**config.mk**
```make
export PLATFORM = sky130hd
export DESIGN_NAME = multdiv_unit_flat
export DESIGN_NICKNAME = d
export VERILOG_FILES = /design/src/rtl/multdiv_pkg.sv /design/src/rtl/multdiv_if.sv /design/src/rtl/addsub_nbit.sv /design/src/rtl/multdiv_unit.sv /design/src/flat_wrapper.sv
export SDC_FILE = /design/constraint.sdc
export NUM_CORES = 1
export LEC_CHECK = 0
export CAP_MARGIN = 25
export CORE_MARGIN = 4
export CORE_UTILIZATION = 35
export CTS_BUF_LIST = sky130_fd_sc_hd__clkbuf_8
export DETAILED_ROUTE_END_ITERATION = 8
export GPL_TIMING_DRIVEN = 0
export PLACE_DENSITY = 0.61
export SYNTH_ARGS = -nofsm -noshare
export SYNTH_HDL_FRONTEND = slang
export SYNTH_SLANG_ARGS = --single-unit
```
**constraint.sdc**
```tcl
create_clock -name clock -period 4.8 [get_ports clock]
set_clock_uncertainty 0.15 [all_clocks]
set_input_delay 0.48 -clock clock [delete_from_list [all_inputs] [get_ports clock]]
set_output_delay 0.48 -clock clock [all_outputs]
set_load 0.01 [all_outputs]
```
**src/rtl/multdiv_pkg.sv**
```systemverilog
// Shared types and constants for the iterative multiply/divide unit.
package multdiv_pkg;

  localparam int WIDTH_DEF = 32;

  localparam logic [4:0] OP_MULT = 5'b00110;
  localparam logic [4:0] OP_DIV  = 5'b00111;

  typedef enum logic [1:0] {
    IDLE,
    MUL,
    DIV,
    DONE
  } state_e;

endpackage

```
**src/rtl/multdiv_if.sv**
```systemverilog
// Command/result bundle between the execute stage and multdiv_unit.
interface multdiv_if
  import multdiv_pkg::*;
#(
  parameter int WIDTH = WIDTH_DEF
);

  logic [WIDTH-1:0] data_operandA;
  logic [WIDTH-1:0] data_operandB;
  logic             ctrl_MULT;
  logic             ctrl_DIV;
  logic [WIDTH-1:0] data_result;
  logic             data_exception;
  logic             data_resultRDY;
  logic             busy;

  modport master (
    output data_operandA,
    output data_operandB,
    output ctrl_MULT,
    output ctrl_DIV,
    input  data_result,
    input  data_exception,
    input  data_resultRDY,
    input  busy
  );

  modport slave (
    input  data_operandA,
    input  data_operandB,
    input  ctrl_MULT,
    input  ctrl_DIV,
    output data_result,
    output data_exception,
    output data_resultRDY,
    output busy
  );

endinterface

```
**src/rtl/addsub_nbit.sv**
```systemverilog
// N-bit adder/subtractor shared by the multiply add and divide trial subtract.
module addsub_nbit #(
  parameter int N = 33
) (
  input  logic [N-1:0] a,
  input  logic [N-1:0] b,
  input  logic         sub,
  output logic [N-1:0] y
);

  logic [N-1:0] b_x;

  assign b_x = sub ? ~b : b;
  assign y   = a + b_x + N'(sub);

endmodule

```
**src/rtl/multdiv_unit.sv**
```systemverilog
// Iterative signed multiply / restoring divide, one bit per cycle.
module multdiv_unit
  import multdiv_pkg::*;
#(
  parameter int WIDTH = WIDTH_DEF
) (
  input  logic     clock,
  input  logic     reset,
  multdiv_if.slave bus
);

  localparam int CW = $clog2(WIDTH);

  state_e             state_q, state_d;
  logic [CW-1:0]      cnt_q, cnt_d;
  logic [2*WIDTH-1:0] acc_q, acc_d;
  logic [WIDTH-1:0]   opnd_q, opnd_d;
  logic               neg_q, neg_d;
  logic               div_q, div_d;
  logic               dz_q, dz_d;
  logic [WIDTH-1:0]   res_q, res_d;
  logic               exc_q, exc_d;
  logic               rdy_q, rdy_d;
  logic               busy_q, busy_d;

  logic             sign_a, sign_b;
  logic [WIDTH-1:0] mag_a, mag_b;

  assign sign_a = bus.data_operandA[WIDTH-1];
  assign sign_b = bus.data_operandB[WIDTH-1];
  assign mag_a  = sign_a ? (~bus.data_operandA + WIDTH'(1))
                         : bus.data_operandA;
  assign mag_b  = sign_b ? (~bus.data_operandB + WIDTH'(1))
                         : bus.data_operandB;

  // acc: MUL = {partial product, multiplier}; DIV = {remainder, quotient}
  logic [WIDTH:0] shl, add_a, add_b, add_y;
  logic           add_sub;

  assign shl     = {acc_q[2*WIDTH-1:WIDTH], acc_q[WIDTH-1]};
  assign add_sub = (state_q == DIV);
  assign add_a   = add_sub ? shl : {1'b0, acc_q[2*WIDTH-1:WIDTH]};
  assign add_b   = {1'b0, opnd_q};

  addsub_nbit #(.N(WIDTH+1)) u_addsub (
    .a   (add_a),
    .b   (add_b),
    .sub (add_sub),
    .y   (add_y)
  );

  logic [2*WIDTH-1:0] prod;
  logic [WIDTH-1:0]   quo;

  assign prod = neg_q ? (~acc_q + (2*WIDTH)'(1)) : acc_q;
  assign quo  = neg_q ? (~acc_q[WIDTH-1:0] + WIDTH'(1))
                      : acc_q[WIDTH-1:0];

  always_comb begin
    state_d = state_q;
    cnt_d   = cnt_q;
    acc_d   = acc_q;
    opnd_d  = opnd_q;
    neg_d   = neg_q;
    div_d   = div_q;
    dz_d    = dz_q;
    res_d   = res_q;
    exc_d   = exc_q;
    rdy_d   = 1'b0;
    busy_d  = busy_q;
    unique case (state_q)
      IDLE: begin
        cnt_d = '0;
        dz_d  = 1'b0;
        neg_d = sign_a ^ sign_b;
        if (bus.ctrl_MULT) begin
          state_d = MUL;
          div_d   = 1'b0;
          acc_d   = {{WIDTH{1'b0}}, mag_b};
          opnd_d  = mag_a;
          busy_d  = 1'b1;
        end else if (bus.ctrl_DIV) begin
          div_d  = 1'b1;
          acc_d  = {{WIDTH{1'b0}}, mag_a};
          opnd_d = mag_b;
          if (bus.data_operandB == '0) begin
            state_d = DONE;
            dz_d    = 1'b1;
          end else begin
            state_d = DIV;
            busy_d  = 1'b1;
          end
        end
      end
      MUL: begin
        acc_d = acc_q[0] ? {add_y, acc_q[WIDTH-1:1]}
                         : {1'b0, acc_q[2*WIDTH-1:1]};
        cnt_d = cnt_q + CW'(1);
        if (cnt_q == CW'(WIDTH-1)) state_d = DONE;
      end
      DIV: begin
        // negative trial difference means restore the shifted remainder
        acc_d = add_y[WIDTH]
              ? {shl[WIDTH-1:0], acc_q[WIDTH-2:0], 1'b0}
              : {add_y[WIDTH-1:0], acc_q[WIDTH-2:0], 1'b1};
        cnt_d = cnt_q + CW'(1);
        if (cnt_q == CW'(WIDTH-1)) state_d = DONE;
      end
      DONE: begin
        state_d = IDLE;
        rdy_d   = 1'b1;
        busy_d  = 1'b0;
        if (dz_q) begin
          res_d = '0;
          exc_d = 1'b1;
        end else if (div_q) begin
          res_d = quo;
          exc_d = ~neg_q & acc_q[WIDTH-1];
        end else begin
          res_d = prod[WIDTH-1:0];
          exc_d = prod[2*WIDTH-1:WIDTH] != {WIDTH{prod[WIDTH-1]}};
        end
      end
    endcase
  end

  always_ff @(posedge clock or negedge reset) begin
    if (!reset) begin
      state_q <= IDLE;
      cnt_q   <= '0;
      acc_q   <= '0;
      opnd_q  <= '0;
      neg_q   <= 1'b0;
      div_q   <= 1'b0;
      dz_q    <= 1'b0;
      res_q   <= '0;
      exc_q   <= 1'b0;
      rdy_q   <= 1'b0;
      busy_q  <= 1'b0;
    end else begin
      state_q <= state_d;
      cnt_q   <= cnt_d;
      acc_q   <= acc_d;
      opnd_q  <= opnd_d;
      neg_q   <= neg_d;
      div_q   <= div_d;
      dz_q    <= dz_d;
      res_q   <= res_d;
      exc_q   <= exc_d;
      rdy_q   <= rdy_d;
      busy_q  <= busy_d;
    end
  end

  assign bus.data_result    = res_q;
  assign bus.data_exception = exc_q;
  assign bus.data_resultRDY = rdy_q;
  assign bus.busy           = busy_q;

endmodule

```
**src/flat_wrapper.sv**
```systemverilog
// flat-port wrapper written by rule: the top's interface ports become plain ports
module multdiv_unit_flat import multdiv_pkg::*;
#(
  parameter int WIDTH = WIDTH_DEF
)
  (clock, reset, bus_data_operandA, bus_data_operandB, bus_ctrl_MULT, bus_ctrl_DIV, bus_data_result, bus_data_exception, bus_data_resultRDY, bus_busy);
  multdiv_if #(.WIDTH(WIDTH)) bus_i ();
  input  logic clock;
  input  logic reset;
  input wire logic [$bits(bus_i.data_operandA)-1:0] bus_data_operandA;
  input wire logic [$bits(bus_i.data_operandB)-1:0] bus_data_operandB;
  input wire logic [$bits(bus_i.ctrl_MULT)-1:0] bus_ctrl_MULT;
  input wire logic [$bits(bus_i.ctrl_DIV)-1:0] bus_ctrl_DIV;
  output wire logic [$bits(bus_i.data_result)-1:0] bus_data_result;
  output wire logic [$bits(bus_i.data_exception)-1:0] bus_data_exception;
  output wire logic [$bits(bus_i.data_resultRDY)-1:0] bus_data_resultRDY;
  output wire logic [$bits(bus_i.busy)-1:0] bus_busy;
  assign bus_i.data_operandA = bus_data_operandA;
  assign bus_i.data_operandB = bus_data_operandB;
  assign bus_i.ctrl_MULT = bus_ctrl_MULT;
  assign bus_i.ctrl_DIV = bus_ctrl_DIV;
  assign bus_data_result = bus_i.data_result;
  assign bus_data_exception = bus_i.data_exception;
  assign bus_data_resultRDY = bus_i.data_resultRDY;
  assign bus_busy = bus_i.busy;
  multdiv_unit #(.WIDTH(WIDTH)) u_core (.clock(clock), .reset(reset), .bus(bus_i));
endmodule
```
# Yosys cells after proc, flatten, opt, wreduce, memory -nomap -nowiden
# Index checks and enable logic that the tools add are counted.
dict set report op_classes {
  addsub 7
  n_eq_ne 8
  muxes 33
  bitwise_logic 8
  n_reduce_logical 11
}
# cell count
set ops {}
lappend ops {{2-to-1 mux 64 bit} 5}
lappend ops {{2-to-1 mux 32 bit} 7}
lappend ops {{one-hot mux 64 bit (3 select lines)} 1}
lappend ops {{adder 32 x 1 -> 32 bit, second input constant} 3}
lappend ops {{NOT 32 bit} 3}
lappend ops {{2-to-1 mux 33 bit} 2}
lappend ops {{adder 64 x 1 -> 64 bit, second input constant} 1}
lappend ops {{NOT 64 bit} 1}
lappend ops {{adder 33 x 1 -> 33 bit} 1}
lappend ops {{adder 33 bit} 1}
lappend ops {{NOT 32 -> 33 bit} 1}
lappend ops {{logical NOT 32 bit} 1}
lappend ops {{!= test 32 bit} 1}
lappend ops {{2-to-1 mux 1 bit} 12}
lappend ops {{one-hot mux 5 bit (2 select lines)} 1}
lappend ops {{2-to-1 mux 2 bit} 3}
lappend ops {{!= test 3 bit, second input constant} 2}
lappend ops {{one-hot mux 2 bit (3 select lines)} 1}
lappend ops {{AND reduction 2 bit} 3}
lappend ops {{nonzero test 2 bit} 3}
lappend ops {{adder 5 x 1 -> 5 bit, second input constant} 1}
lappend ops {{== test 5 bit, second input constant} 1}
lappend ops {{== test 2 bit, second input constant} 2}
lappend ops {{AND reduction 3 bit} 1}
lappend ops {{other kinds (9)} 9}
dict set report word_totals {
  reg_bits 141
  in_bits 68
  out_inout_bits 35
  word_cells 78
}

# Logic depth before layout (Yosys ltp)
dict set report depth {
  ltp_word 6
  ltp_mapped 19
  mapped_depth_nobuf 15
}

# Cells and area by module
# From an unflattened synthesis, not the netlist that was laid out.
dict set report unflattened {
  cells_unflattened 1612
  hier_area_um2 13055.0
}
# mod n_inst cells_each area_each_um2 seq_area_each_um2
set by_module_without_submodules {}
lappend by_module_without_submodules {multdiv_unit 1 1320 11033.1 3528.4}
lappend by_module_without_submodules {addsub_nbit 1 292 2021.9 0.0}

# Worst setup path after synthesis
# No wires, ideal clock.
dict set report synth_timing {
  path_type {reg2reg}
  start {register u_core.state_q[0]}
  end {register u_core.acc_q[35]}
  setup_ps 143
  arrival_ps 4949
  required_time_ps 4507
  path_slack_ps -442
  stages_incl_launch_ff 19
  n_path_buf 5
  period_less_slack_ps 5242
  cell_sequence {dfrtp_1 > inv_1 > ha_1 > clkbuf_1 > clkbuf_1 > buf_1 > buf_1 > xor2_1 > fa_1 > a21o_1 > a221oi_1 > o211ai_1 > o2111ai_1 > and3_1 > o21a_1 > xor2_1 > buf_2 > mux2i_1 > o221ai_1}
}
dict set report synth_between {
  elab_chain_len 6
  word_cells_on_any_way 13
  classes_between {add/sub (2); eq/ne (3); mux (5); reduce/logical (3)}
}
# item line
set synth_rtl {}
lappend synth_rtl {{from (decl)} multdiv_unit.sv:14} ;# state_e state_q, state_d;
lappend synth_rtl {{from (signal assigned)} multdiv_unit.sv:141} ;# state_q <= state_d;
lappend synth_rtl {{== test 2 bit} {multdiv_unit.sv:41, multdiv_unit.sv:71}}
lappend synth_rtl {{2-to-1 mux 33 bit (on tied branches)} {multdiv_unit.sv:42, addsub_nbit.sv:13}}
lappend synth_rtl {{adder 33 bit} addsub_nbit.sv:14} ;# assign y = a + b_x + N'(sub);
lappend synth_rtl {{adder 33 x 1 -> 33 bit} addsub_nbit.sv:14}
lappend synth_rtl {{2-to-1 mux 64 bit (on tied branches)} {multdiv_unit.sv:104, multdiv_unit.sv:96}}
lappend synth_rtl {{one-hot mux 64 bit (3 select lines)} multdiv_unit.sv:71} ;# unique case (state_q)
lappend synth_rtl {{to (signal assigned)} multdiv_unit.sv:131} ;# acc_q <= '0;
lappend synth_rtl {{to (signal assigned)} multdiv_unit.sv:143} ;# acc_q <= acc_d;
lappend synth_rtl {{to (decl)} multdiv_unit.sv:16} ;# logic [2*WIDTH-1:0] acc_q, acc_d;
# Parallel ways exist; a longest one is shown, timed or not.
# A chain may end at the register's enable or synchronous reset.

# Worst setup path in the final report
dict set report layout_timing {
  start {register u_core.state_q[0]}
  end {register u_core.acc_q[46]}
}
# Same word-level chain as after synthesis.

==> results.txt <==
The run finished with clean final reports. Along the worst path, the maximum fanout reaches 10. After Yosys synthesis, full adders, half adders and majority gates account for under 10% of the synthesized area.

The library cell used as clock root buffer is sky130_fd_sc_hd__clkbuf_8. TritonCTS built the clock tree. In the synthesized netlist the dominant register cell turns out to be sky130_fd_sc_hd__dfrtp_1. The simple-gate share of the synthesized area is roughly 19%. The number of setup violations in the final report is 0. The critical path's top delay family is compound AO/OA/AOI/OAI gates.

The endpoint type of the worst setup path is a flip-flop. The remaining max-slew budget at the tightest pin came out at 31.3%. The number of detailed-route iterations in the first pass came out at 5. The clock slew at the register clock pins of the worst setup and hold paths came out at 0.10 ns.

The length of routed met3 wiring is ~3800 µm. At the pin with the least slew margin, the transition time is roughly 1.0 ns. The share of flip-flops with an asynchronous set or reset after synthesis is 100%. The DRC violation count after routing came out at 0.

The layout filler cell count came out at roughly 3700. The time the worst path needs with I/O delays and setup is 4.65 ns. The height of the chip came out at just over 200 µm. After synthesis, flip-flops and latches occupy a little over a quarter of the total area.

After routing, the total negative slack on setup checks comes to 0 ns. Global routing used between 20% and 30% of the available tracks across all layers. At the end of routability-driven placement, the weighted congestion stood at between 0.9 and 1. The wire length on met1 is around 22000 µm. The element type at the critical path start is a flip-flop.

The total of max-cap violations came out at 0. The total detailed-routing wirelength is 49300 µm. The design draws about 12 mW. The detailed-placement wirelength estimate is roughly 39000 µm. In the synthesized netlist, the cells that appear most often are sky130_fd_sc_hd__nand2_1, sky130_fd_sc_hd__o21ai_0, sky130_fd_sc_hd__dfrtp_1, sky130_fd_sc_hd__a21oi_1, sky130_fd_sc_hd__xor2_1.

The final max-slew violation count is 0. The number of routed nets with antenna violations is 0. The finished cells cover about 16000 µm².

The synthesized design spends more area on one cell type than any other, namely sky130_fd_sc_hd__dfrtp_1. The violation count after the first detailed-route iteration is 1292. The portion of netlist area occupied by mux cells is 6.54%. Clock latency on the worst-skew pair, taken at its later pin, is between 0.4 and 0.5 ns.

The area growth from synthesis to layout came out at 17.8%. The worst-case IR drop observed on VDD is 0.000253 V. The final layout net count came out at 1919. Row generation in the floorplan step produced 70 rows. Of the post-synthesis cell area, the dominant cell type holds a little over a quarter.

The area of the placeable core came out at 36900 µm². The top-level port count is about 100. For the worst setup path, the data arrival time is 4.82 ns.

The total number of yosys warnings came out at 0. For this design, the slowest cell found on the critical path is sky130_fd_sc_hd__dfrtp_1. The initial cell density of the core came out at a little over a third. The count of clock tree sinks came out at 141.

Dividing the final minimum period by the clock period gives between 90% and 100%. The area fraction in compound gates after synthesis came out at 26.1%. The total grt overflow came out at 0.

The xor-xnor portion of the synthesized cell area is between 10% and 20%. The maximum buffer depth of the clock tree is 2. Across all hold checks on the routed design, the worst slack comes to approximately 0.35 ns. After synthesis, the largest family of logic cells by area is compound AO/OA/AOI/OAI gates. The data required time at the worst endpoint came out at slightly below 5 ns. The worst setup path is of the reg2reg kind. The via count normalized by instance count came out at approximately 5.8.

The share of layout cells above drive strength 1 is between 7 and 8%. The die covers slightly above 40000 µm². The width of the die came out at 202 µm. The number of hold violations in the final report came out at 0.

After layout, the worst setup slack is 0.149 ns. The sum of met2 wire segment lengths after detailed routing came out at between 20000 and 25000 µm. The maximum number of pins on one net before global-route repair is 83. The timing-limited maximum frequency is between 200 and 250 MHz. The synthesized flop and latch total came out at 141. The tightest min-delay check is of the reg2reg type.

The total number of vias came out at between 10000 and 15000. In the post-synthesis netlist, the biggest area contributors are sky130_fd_sc_hd__dfrtp_1, sky130_fd_sc_hd__xor2_1, sky130_fd_sc_hd__nand2_1. The post-detailed-route wirelength per cell is about 21 µm. The total buffers and inverters traversed by the critical path is 4. sky130_fd_sc_hd__nand2_1 is the most common cell in the netlist. The CTS H-tree depth came out at 4.

The number of flops mapped to enable cells by yosys came out at 0. The analysis attributes to cell leakage a power of about 6.5 nW. Timing analysis after detailed placement gives a worst setup slack of -1.36 ns.

The peak per-stage delay on the critical path came out at 0.45 ns. The via count of the first global-routing pass came out at 12800. The placed instance area is around 15000 µm².

The number of port buffers is 102. Routed signal wires occupy layers up through met4. The initial antenna violation count came out at 0. The number of clock buffers inserted by TritonCTS came out at 17. The combined area of all synthesized cells is 13200 µm². The post-synth net total is around 1800. The first global-routing pass estimated between 70000 and 80000 µm of wire. The signal on the critical path passes through inv_2 -> ha_4 -> clkbuf_8 -> buf_4 -> mux2_2 -> fa_1 -> a21o_1 -> a221oi_4 -> o211ai_1 -> o2111ai_2 -> and3_1 -> o21a_4 -> xor2_4 -> buf_8 -> mux2i_1 -> o221ai_1. The synthesized netlist cell count came out at 1680. In this run the mean area of a mapped cell was 7.85 µm². The power per cell area came out at a little under 800 nW/µm².

The distinct cell type count of the synthesized netlist is 79.
## routing by layer
| metal | vias up | global-route usage, % |
|---|---|---|
| li1 | 6387 | - |
| met1 | 6508 | 32.4 |
| met2 | 615 | 36.0 |
| met3 | 98 | 3.59 |
| met4 | 0 | 9.47 |
| met5 | - | 0 |
## cell families (layout without fill, tap and decap cells)
group           after synthesis  count (layout)
compound gates              534             534
xor+xnor                    179             179
fa+ha+maj                    43              43
buf+inv                     200             341
flops                       141             141
mux                          82              82
other cells                   0               2
simple gates                501             501
## worst reg2reg max path, delay by kind of cell, from the launching register on
| family | cells | cell delay [ns] |
|---|---|---|
| AO/OA/AOI/OAI | 6 | 1.44 |
| XOR/XNOR | 1 | 0.27 |
| adder cells (fa/ha/maj) | 2 | 0.64 |
| buffers and inverters | 4 | 0.76 |
| flip-flops | 1 | 0.45 |
| multiplexers | 2 | 0.58 |
| AND/OR/NAND/NOR | 1 | 0.23 |
## repair_timing
action / 4_1_cts / 5_1_grt
pin swaps: 2 / 5
hold endpoints to repair: 81 / 0
cloned: 0 / 0
gates resized for setup: 32 / 9
endpoints found under the setup margin: 33 / 30
buffers inserted: 1 / 6
hold buffers: 1 / 0
## path summary, 6_finish.rpt
path	slack, ns	cells past startpoint	end	startpoint
worst max-delay path	0.15	16	u_core.acc_q[46]	u_core.state_q[0]
worst min-delay path	0.35	2	u_core.opnd_q[12]	u_core.opnd_q[12]
worst max register to register	0.15	16	u_core.acc_q[46]	u_core.state_q[0]
worst min register to register	0.35	2	u_core.opnd_q[12]	u_core.opnd_q[12]
max in group asynchronous	3.23	3	u_core.acc_q[16]	reset
min in group asynchronous	0.46	2	u_core.acc_q[44]	reset
## through the flow
stage	std cells	utilization [%]
2_1_floorplan	1680	-
3_5_place_dp	2288	40.3
4_1_cts	2320	41.9
6_report	2327	42.1
5_1_grt	2325	42.1
3_3_place_gp	2286	40.3
## registers in the layout (all words and copies together), names as in the netlist, 2 cells and up
register                count
u_core.acc_q               64
u_core.bus.data_result     32
u_core.opnd_q              32
u_core.cnt_q                5
u_core.state_q              2
## cells in the final DEF (no fill, tap or decap), types with 9 or more instances in the layout
cell / count
sky130_fd_sc_hd__a31oi_1: 10
sky130_fd_sc_hd__a22oi_1: 31
sky130_fd_sc_hd__a21oi_1: 116
sky130_fd_sc_hd__nand2b_1: 9
sky130_fd_sc_hd__and3_1: 11
sky130_fd_sc_hd__o21ai_0: 143
sky130_fd_sc_hd__a22o_1: 12
sky130_fd_sc_hd__nand2_1: 199
sky130_fd_sc_hd__o221ai_1: 20
sky130_fd_sc_hd__o31ai_1: 30
sky130_fd_sc_hd__ha_1: 40
sky130_fd_sc_hd__inv_1: 54
sky130_fd_sc_hd__o41ai_1: 29
sky130_fd_sc_hd__or4_1: 19
sky130_fd_sc_hd__o22ai_1: 40
sky130_fd_sc_hd__a211oi_1: 9
sky130_fd_sc_hd__clkbuf_8: 19
sky130_fd_sc_hd__buf_4: 9
sky130_fd_sc_hd__or3_1: 14
sky130_fd_sc_hd__clkbuf_1: 99
sky130_fd_sc_hd__nor3_1: 18
sky130_fd_sc_hd__mux2i_1: 49
sky130_fd_sc_hd__nor4_1: 19
sky130_fd_sc_hd__xor2_1: 106
sky130_fd_sc_hd__mux2_2: 33
sky130_fd_sc_hd__nand4_1: 19
sky130_fd_sc_hd__or2_2: 10
sky130_fd_sc_hd__nand3_1: 32
sky130_fd_sc_hd__buf_1: 19
sky130_fd_sc_hd__a21o_1: 24
sky130_fd_sc_hd__dfrtp_1: 141
sky130_fd_sc_hd__xnor2_1: 68
sky130_fd_sc_hd__clkdlybuf4s50_1: 101
sky130_fd_sc_hd__buf_2: 11
sky130_fd_sc_hd__nor2_1: 108
## power by group
group	leakage [nW]	internal (mW)	switching [mW]	total [mW]
registers	1.78	1.75	0.547	2.30
clock network	0.216	0.534	0.558	1.09
logic	4.49	3.41	5.56	8.97
total	6.48	5.69	6.67	12.4
## final cells by class
type / count / area, µm² / share of cell area (%)
well taps: 504 / 631 / 4.06
diodes: 2 / 5.00 / 0.0322
clock inverters: 15 / 204 / 1.31
clock buffers: 17 / 234 / 1.51
multi-input cells: 1339 / 8970 / 57.8
repair buffers: 112 / 1120 / 7.19
inverters: 56 / 210 / 1.35
flip-flops and latches: 141 / 3530 / 22.7
plain buffers: 141 / 631 / 4.06
(Power assumes the default switching activity.)
